[src/rtl/axil_reg_bridge.sv]
// rtl/axil_reg_bridge.sv - AXI4-Lite slave to one-cycle register write/read strobe bridge
// Optional macro AXIL_REG_BRIDGE_CNT_EN adds B/R handshake counters o_wr_cnt/o_rd_cnt.
module axil_reg_bridge #(
  parameter int REG_ADDR_WIDTH = 16,
  parameter int REG_DATA_WIDTH = 64,
  parameter int RD_LATENCY     = 1
) (
  input  logic                          ps_clk,
  input  logic                          ps_rst,
`ifdef AXIL_REG_BRIDGE_CNT_EN
  output logic [31:0]                   o_wr_cnt,
  output logic [31:0]                   o_rd_cnt,
`endif
  input  logic [REG_ADDR_WIDTH-1:0]     s_axil_awaddr,
  input  logic                          s_axil_awvalid,
  output logic                          s_axil_awready,
  input  logic [REG_DATA_WIDTH-1:0]     s_axil_wdata,
  input  logic [REG_DATA_WIDTH/8-1:0]   s_axil_wstrb,
  input  logic                          s_axil_wvalid,
  output logic                          s_axil_wready,
  output logic [1:0]                    s_axil_bresp,
  output logic                          s_axil_bvalid,
  input  logic                          s_axil_bready,
  input  logic [REG_ADDR_WIDTH-1:0]     s_axil_araddr,
  input  logic                          s_axil_arvalid,
  output logic                          s_axil_arready,
  output logic [REG_DATA_WIDTH-1:0]     s_axil_rdata,
  output logic [1:0]                    s_axil_rresp,
  output logic                          s_axil_rvalid,
  input  logic                          s_axil_rready,
  output logic                          o_reg_wen,
  output logic [REG_ADDR_WIDTH-1:0]     o_reg_waddr,
  output logic [REG_DATA_WIDTH-1:0]     o_reg_wdata,
  output logic                          o_reg_ren,
  output logic [REG_ADDR_WIDTH-1:0]     o_reg_raddr,
  input  logic [REG_DATA_WIDTH-1:0]     i_reg_rdata
);

  localparam int         STRB_WIDTH = REG_DATA_WIDTH / 8;
  localparam logic [2:0] RD_LAST    = 3'(RD_LATENCY);

  typedef enum logic [1:0] {W_IDLE, W_EXEC, W_RESP} w_state_t;
  typedef enum logic [1:0] {R_IDLE, R_WAIT, R_RESP} r_state_t;

  w_state_t               w_state, w_state_nxt;
  r_state_t               r_state, r_state_nxt;
  logic                   aw_got, w_got;
  logic                   aw_hs, w_hs, ar_hs;
  logic                   w_err, r_err;
  logic [STRB_WIDTH-1:0]  wstrb_q;
  logic [2:0]             r_cnt;

  // Only full-width, 8-byte-aligned accesses reach the register file.
  assign w_err = (o_reg_waddr[2:0] != 3'd0) || (wstrb_q != {STRB_WIDTH{1'b1}});
  assign r_err = (o_reg_raddr[2:0] != 3'd0);

  always_comb begin
    w_state_nxt    = w_state;
    s_axil_awready = 1'b0;
    s_axil_wready  = 1'b0;
    s_axil_bvalid  = 1'b0;
    o_reg_wen      = 1'b0;
    aw_hs          = 1'b0;
    w_hs           = 1'b0;
    if (!ps_rst) begin
      case (w_state)
        W_IDLE: begin
          s_axil_awready = !aw_got;
          s_axil_wready  = !w_got;
          aw_hs          = s_axil_awvalid && !aw_got;
          w_hs           = s_axil_wvalid && !w_got;
          if ((aw_got || aw_hs) && (w_got || w_hs))
            w_state_nxt = W_EXEC;
        end
        W_EXEC: begin
          o_reg_wen   = !w_err;
          w_state_nxt = W_RESP;
        end
        W_RESP: begin
          s_axil_bvalid = 1'b1;
          if (s_axil_bready)
            w_state_nxt = W_IDLE;
        end
        default: w_state_nxt = W_IDLE;
      endcase
    end
  end

  always_ff @(posedge ps_clk) begin
    if (ps_rst) begin
      w_state      <= W_IDLE;
      aw_got       <= 1'b0;
      w_got        <= 1'b0;
      o_reg_waddr  <= '0;
      o_reg_wdata  <= '0;
      wstrb_q      <= '0;
      s_axil_bresp <= 2'b00;
    end else begin
      w_state <= w_state_nxt;
      if (aw_hs) begin
        aw_got      <= 1'b1;
        o_reg_waddr <= s_axil_awaddr;
      end
      if (w_hs) begin
        w_got       <= 1'b1;
        o_reg_wdata <= s_axil_wdata;
        wstrb_q     <= s_axil_wstrb;
      end
      if (w_state == W_EXEC) begin
        aw_got       <= 1'b0;
        w_got        <= 1'b0;
        s_axil_bresp <= w_err ? 2'b10 : 2'b00;
      end
    end
  end

  always_comb begin
    r_state_nxt    = r_state;
    s_axil_arready = 1'b0;
    s_axil_rvalid  = 1'b0;
    o_reg_ren      = 1'b0;
    ar_hs          = 1'b0;
    if (!ps_rst) begin
      case (r_state)
        R_IDLE: begin
          s_axil_arready = 1'b1;
          ar_hs          = s_axil_arvalid;
          if (s_axil_arvalid)
            r_state_nxt = R_WAIT;
        end
        R_WAIT: begin
          o_reg_ren = (r_cnt == 3'd0) && !r_err;
          if (r_cnt == RD_LAST)
            r_state_nxt = R_RESP;
        end
        R_RESP: begin
          s_axil_rvalid = 1'b1;
          if (s_axil_rready)
            r_state_nxt = R_IDLE;
        end
        default: r_state_nxt = R_IDLE;
      endcase
    end
  end

  // R_WAIT spans RD_LATENCY+1 cycles; read data is captured on its final edge.
  always_ff @(posedge ps_clk) begin
    if (ps_rst) begin
      r_state      <= R_IDLE;
      r_cnt        <= 3'd0;
      o_reg_raddr  <= '0;
      s_axil_rdata <= '0;
      s_axil_rresp <= 2'b00;
    end else begin
      r_state <= r_state_nxt;
      if (ar_hs) begin
        o_reg_raddr <= s_axil_araddr;
        r_cnt       <= 3'd0;
      end
      if (r_state == R_WAIT) begin
        r_cnt <= r_cnt + 3'd1;
        if (r_cnt == RD_LAST) begin
          s_axil_rdata <= r_err ? '0 : i_reg_rdata;
          s_axil_rresp <= r_err ? 2'b10 : 2'b00;
        end
      end
    end
  end

`ifdef AXIL_REG_BRIDGE_CNT_EN
  logic b_hs, r_hs;
  assign b_hs = s_axil_bvalid && s_axil_bready;
  assign r_hs = s_axil_rvalid && s_axil_rready;

  always_ff @(posedge ps_clk) begin
    if (ps_rst) begin
      o_wr_cnt <= 32'd0;
      o_rd_cnt <= 32'd0;
    end else begin
      if (b_hs) o_wr_cnt <= o_wr_cnt + 32'd1;
      if (r_hs) o_rd_cnt <= o_rd_cnt + 32'd1;
    end
  end
`endif

endmodule
[config.mk]
export PLATFORM = sky130hd
export DESIGN_NAME = axil_reg_bridge
export DESIGN_NICKNAME = d
export VERILOG_FILES = /design/src/rtl/axil_reg_bridge.sv
export SDC_FILE = /design/constraint.sdc
export NUM_CORES = 1
export LEC_CHECK = 0
export ABC_AREA = 1
export CORE_MARGIN = 3
export CORE_UTILIZATION = 46
export DETAILED_ROUTE_END_ITERATION = 8
export PLACE_DENSITY = 0.87
export SLEW_MARGIN = 15
export SYNTH_ARGS = -nofsm -noshare
export SYNTH_HDL_FRONTEND = slang
export SYNTH_SLANG_ARGS = --single-unit
[constraint.sdc]
create_clock -name ps_clk -period 3.1 [get_ports ps_clk]
set_input_delay 0.62 -clock ps_clk [delete_from_list [all_inputs] [get_ports ps_clk]]
set_output_delay 0.62 -clock ps_clk [all_outputs]
set_load 0.03 [all_outputs]
After elaboration in Yosys (flattened, before gate mapping)
Cells that the tools add are included.
{ "classes": {"div": 0, "n_bitwise": 0, "multipliers": 0, "reduce_logical": 21, "add_sub_neg": 1, "n_eq_ne": 11, "shifts": 0, "muxes": 32, "order_cmp": 0} }
{ "ops": {"columns": ["operator", "n"], "rows": [
  ["$mux 64", 1],
  ["$mux 1", 20],
  ["$mux 2", 7],
  ["$pmux 2 s3", 2],
  ["$ne 2x2->1 const B", 5],
  ["$ne 8x8->1 const B", 1],
  ["$mux 3", 2],
  ["$reduce_bool 3->1", 2],
  ["$eq 2x1->1 const B", 2],
  ["$eq 2x2->1 const B", 2],
  ["$logic_and 1x1->1", 4],
  ["$logic_not 1->1", 4],
  ["$logic_not 2->1", 2],
  ["$reduce_and 2->1", 2],
  ["$add 3x1->3 const B", 1],
  ["$eq 3x1->1 const B", 1],
  ["$logic_not 3->1", 1],
  ["$logic_or 1x1->1", 3],
  ["$reduce_and 3->1", 1],
  ["$reduce_bool 2->1", 1],
  ["$reduce_or 2->1", 1]
]} }
{ "totals": {"ram_bits": 0, "rom_bits": 0, "latchBits": 0, "out_inout_bits": 171, "regBits": 181, "input_bits": 175, "mem_count": 0, "elab_cells": 77} }

Longest topological paths before layout
Gate-level depths: netlist (run 1).
{ "logic_depth": {"word_depth": 6, "mapped_depth": 10, "mapped_depth_nobuf": 8} }

Least setup slack after synthesis (run 1)
Ideal clock, no wire load.
{ "synth_timing": {"path_type": "input to output", "from": "in ps_rst", "to": "out o_reg_ren", "cell_stages": 5, "path_slack_ns": 0.752, "t_arrival_ns": 1.728, "n_path_buf": 2, "t_required_ns": 2.480, "path_cell_list": "buf_2 inv_4 buf_4 nand2_1 nor3_1"} }
{ "synth_via": {"elab_chain_len": 1} }
{ "synth_rtl": {"columns": ["element", "line_no", "text"], "rows": [
  ["start: declaration", "9", "input logic ps_rst,"],
  ["$mux 1", "123", "if (!ps_rst) begin"],
  ["end: declaration", "34", "output logic o_reg_ren,"]
]} }
Every way passes these cells.

Worst setup path after layout (run 1)
{ "layout_timing": {"from": "reg w_state[0]", "to": "out o_reg_wen"} }
{ "layout_via": {"elab_chain_len": 3} }
{ "layout_rtl": {"columns": ["element", "line_no", "text"], "rows": [
  ["start: declaration", "45", "w_state_t w_state, w_state_nxt;"],
  ["start signal: assignment", "99", "w_state <= w_state_nxt;"],
  ["$eq 2x1->1", "66", "case (w_state)"],
  ["$mux 1", "66", null],
  ["$mux 1", "65", "if (!ps_rst) begin"],
  ["end: declaration", "31", "output logic o_reg_wen,"]
]} }
Every way passes these cells.

==> results of run 1 <==
## worst max-delay path by stage
stage / from / to / slack (ps)
2_1_floorplan: ps_rst / o_reg_ren / 750
3_3_place_gp: ps_rst / s_axil_arready / 750
3_5_place_dp: ps_rst / s_axil_arready / 740
4_1_cts: w_state[0] / o_reg_wen / 340
5_1_grt: w_state[0] / o_reg_wen / 200
6_report: w_state[0] / o_reg_wen / 370
## critical path, cell delays in order (launching register included)
cell and delay, ps:
dfxtp_1 370, inv_1 70, nor2_1 150, inv_1 70
nor2_1 160, nand2_1 80, nor2_1 90, clkdlybuf4s50_1 690
## where the power goes
part           total [mW]  switching, mW  leakage [nW]  internal, mW
Combinational        1.42          0.814          3.42         0.608
Clock                2.09          0.928         0.267          1.16
Sequential           2.52         0.0812          1.46          2.44
Total                6.03           1.82          5.14          4.21
## sequential cells by signal (all words and copies together) (netlist names)
register / count
aw_got: 1
w_got: 1
o_reg_waddr: 16
o_reg_wdata: 64
w_state: 2
wstrb_q: 8
s_axil_rdata: 64
o_reg_raddr: 16
r_cnt: 3
s_axil_rresp: 1
s_axil_bresp: 1
r_state: 2
## per-layer routing
layer  share of wire [%]  up-vias
met2                  51      276
met1                  39     3650
met5                   0        -
li1                    -     4109
met4                 2.5        0
met3                 7.9       40
## through the flow
step	setup slack, ps	std cells	power, mW	util, %
2_1_floorplan	752	1197	3.38	-
3_3_place_gp	753	1702	3.96	67.9
3_5_place_dp	735	1702	3.99	67.9
4_1_cts	339	1734	6.07	71.3
5_1_grt	199	1734	6.31	71.3
6_report	370	1734	6.03	71.3
## final cells by class
cell class / instances / area (µm²) / share of cell area [%]
clock inverters: 10 / 101 / 0.854
inverters: 254 / 956 / 8.06
multi-input cells: 696 / 2950 / 24.9
flip-flops and latches: 179 / 3580 / 30.2
repair buffers: 353 / 3530 / 29.8
well taps: 220 / 275 / 2.32
clock buffers: 22 / 464 / 3.91
## cell families (layout without fill, tap and decap cells)
| group | count (synthesis) | after routing | share of synthesized area, % |
|---|---|---|---|
| other | 1 | 2 | 0.0478 |
| adder cells (fa/ha/maj) | 3 | 3 | 0.479 |
| flip-flops | 179 | 179 | 45.7 |
| AND/OR/NAND/NOR | 589 | 589 | 30.2 |
| buffers and inverters | 322 | 639 | 17.0 |
| AO/OA/AOI/OAI | 102 | 102 | 6.58 |
## cells in the final DEF, fill, tap and decap left out, types with 5 or more instances in the layout
master,count
nand3_1,87
dfxtp_1,179
clkdlybuf4s50_1,338
buf_4,11
a21oi_1,5
nand2_1,132
nor2_1,359
clkbuf_16,17
o21ai_0,94
inv_1,251
==> run summary, run 1 <==
Status - finished clean
Crit start category - flip-flop
Clock skew - 10.4 ps
Residual DRC - 0
Routed WL per cell - 13.8 µm
CP required - 2480 ps
WHS - 473 ps
Number of nets in the layout - 1679
DR vias/cell - 4.66
Post-Synthesis Cells - 1196
Total CTS buffers - 17
Sequential element share of the synthesized area - 45.7%
Top post-synthesis cells by area - dfxtp_1 (46%), nor2_1 (17%), inv_1 (12%)
Largest net degree at the start of global routing - 81
Power per cell area - 509 mW/mm²
Final hold violations - 0
Worst R2R Path Depth - 8
Area grow syn2layout - 51.3%
GRT busiest layer - met2
H-tree lvl count - 4
Die area - 0.0186 mm²
Netlist cell types - 25
Area leader, netlist - dfxtp_1
P_leak - 5.14 nW
Final Setup Violations - 0
Number of flops mapped to enable cells by yosys - 0
CTS root buf - clkbuf_16
Worst EP arrival - 2110 ps
Total negative slack - 0 ps
Worst-path fanout max - 3
First-pass DRT Iterations - 5
Worst-skew pair later-pin latency - 430 ps
Synth top area share - 45.7%
Number of global-route vias before repair - 7505
Global routing usage on met1 - 27.1%
First-pass GRT wire length - 36.9 mm
Hold path cells - 2
DR iter-0 viols - 428
Routed wire length - 23.9 mm
Post-synth design cell area - 0.00784 mm²
Clock-pin slew on the worst setup and hold paths - 70 ps
Chip width - 137 µm
Initial core utilization - 47.1%
Avg Cell Area, Syn - 6.55 µm²
Post-synth top flop - dfxtp_1
Met2 Track Usage GR - 45.3%
Fmax - 0.366 GHz
Post-route ant nets - 0
Minimum clock period after layout - 2730 ps
Ys Warns - 0
MaxCap Viol Count - 0
# diodes - 0
Slew margin rel. - 44.6%
End of the worst register-to-register path - s_axil_rdata[47]
Initial antenna violation count - 0
Final instance area - 0.0119 mm²
I/O Buffers - 343
Postcts setup bufs - 0
Via count - 8075
CTS tree - built
Layout cells sized above 1 - 3.63%
Row count - 47
Hold Path End - o_reg_raddr[15]
Async set-reset flop share out of synthesis - 0%
Slew Viols, Final - 0
Clock Tree Buf Depth - 2
Hold_buf cts - 0
GP Congestion - 0.790
CTS sink cnt - 179
DP Wirelength - 16.8 mm
Synth top cells by count - nor2_1 (361), inv_1 (252), dfxtp_1 (179)
Worst Hold Launch - o_reg_raddr[15]
Most frequent cell after synthesis - nor2_1
RSZ-0062 raised after global routing - false
CTS-repair resized insts - 0
CP Class - reg2out
Grt met3 use - 7.50%
Total Routing Usage GR - 24.7%
Flop-to-flop setup slack - 1040 ps
Max VDD drop - 0.000378 V
Crit Reg-Reg Startpoint - r_cnt[0]
Die Y - 137 µm
Final worst-path cycle share - 88.1%
Dpl cell area - 0.0113 mm²
Hold Crit Class - reg2reg
IO Count - 346
Filler cells - 1329
Post-synthesis sequential element count - 179
Grt total ovfl - 0
Worst setup EP type - primary output
Core box area - 0.0166 mm²
Pin slew with the least headroom to its limit - 829 ps
(Power assumes the default switching activity.)
==> inputs of run 2 (changes only) <==
--- a/config.mk
+++ b/config.mk
@@ -6,6 +6,7 @@
 export NUM_CORES = 1
 export LEC_CHECK = 0
 export ABC_AREA = 1
+export CAP_MARGIN = 20
 export CORE_MARGIN = 3
 export CORE_UTILIZATION = 46
 export DETAILED_ROUTE_END_ITERATION = 8
==> results of run 2 <==
Final layout, timing and power as in run 1 (identical DEF).
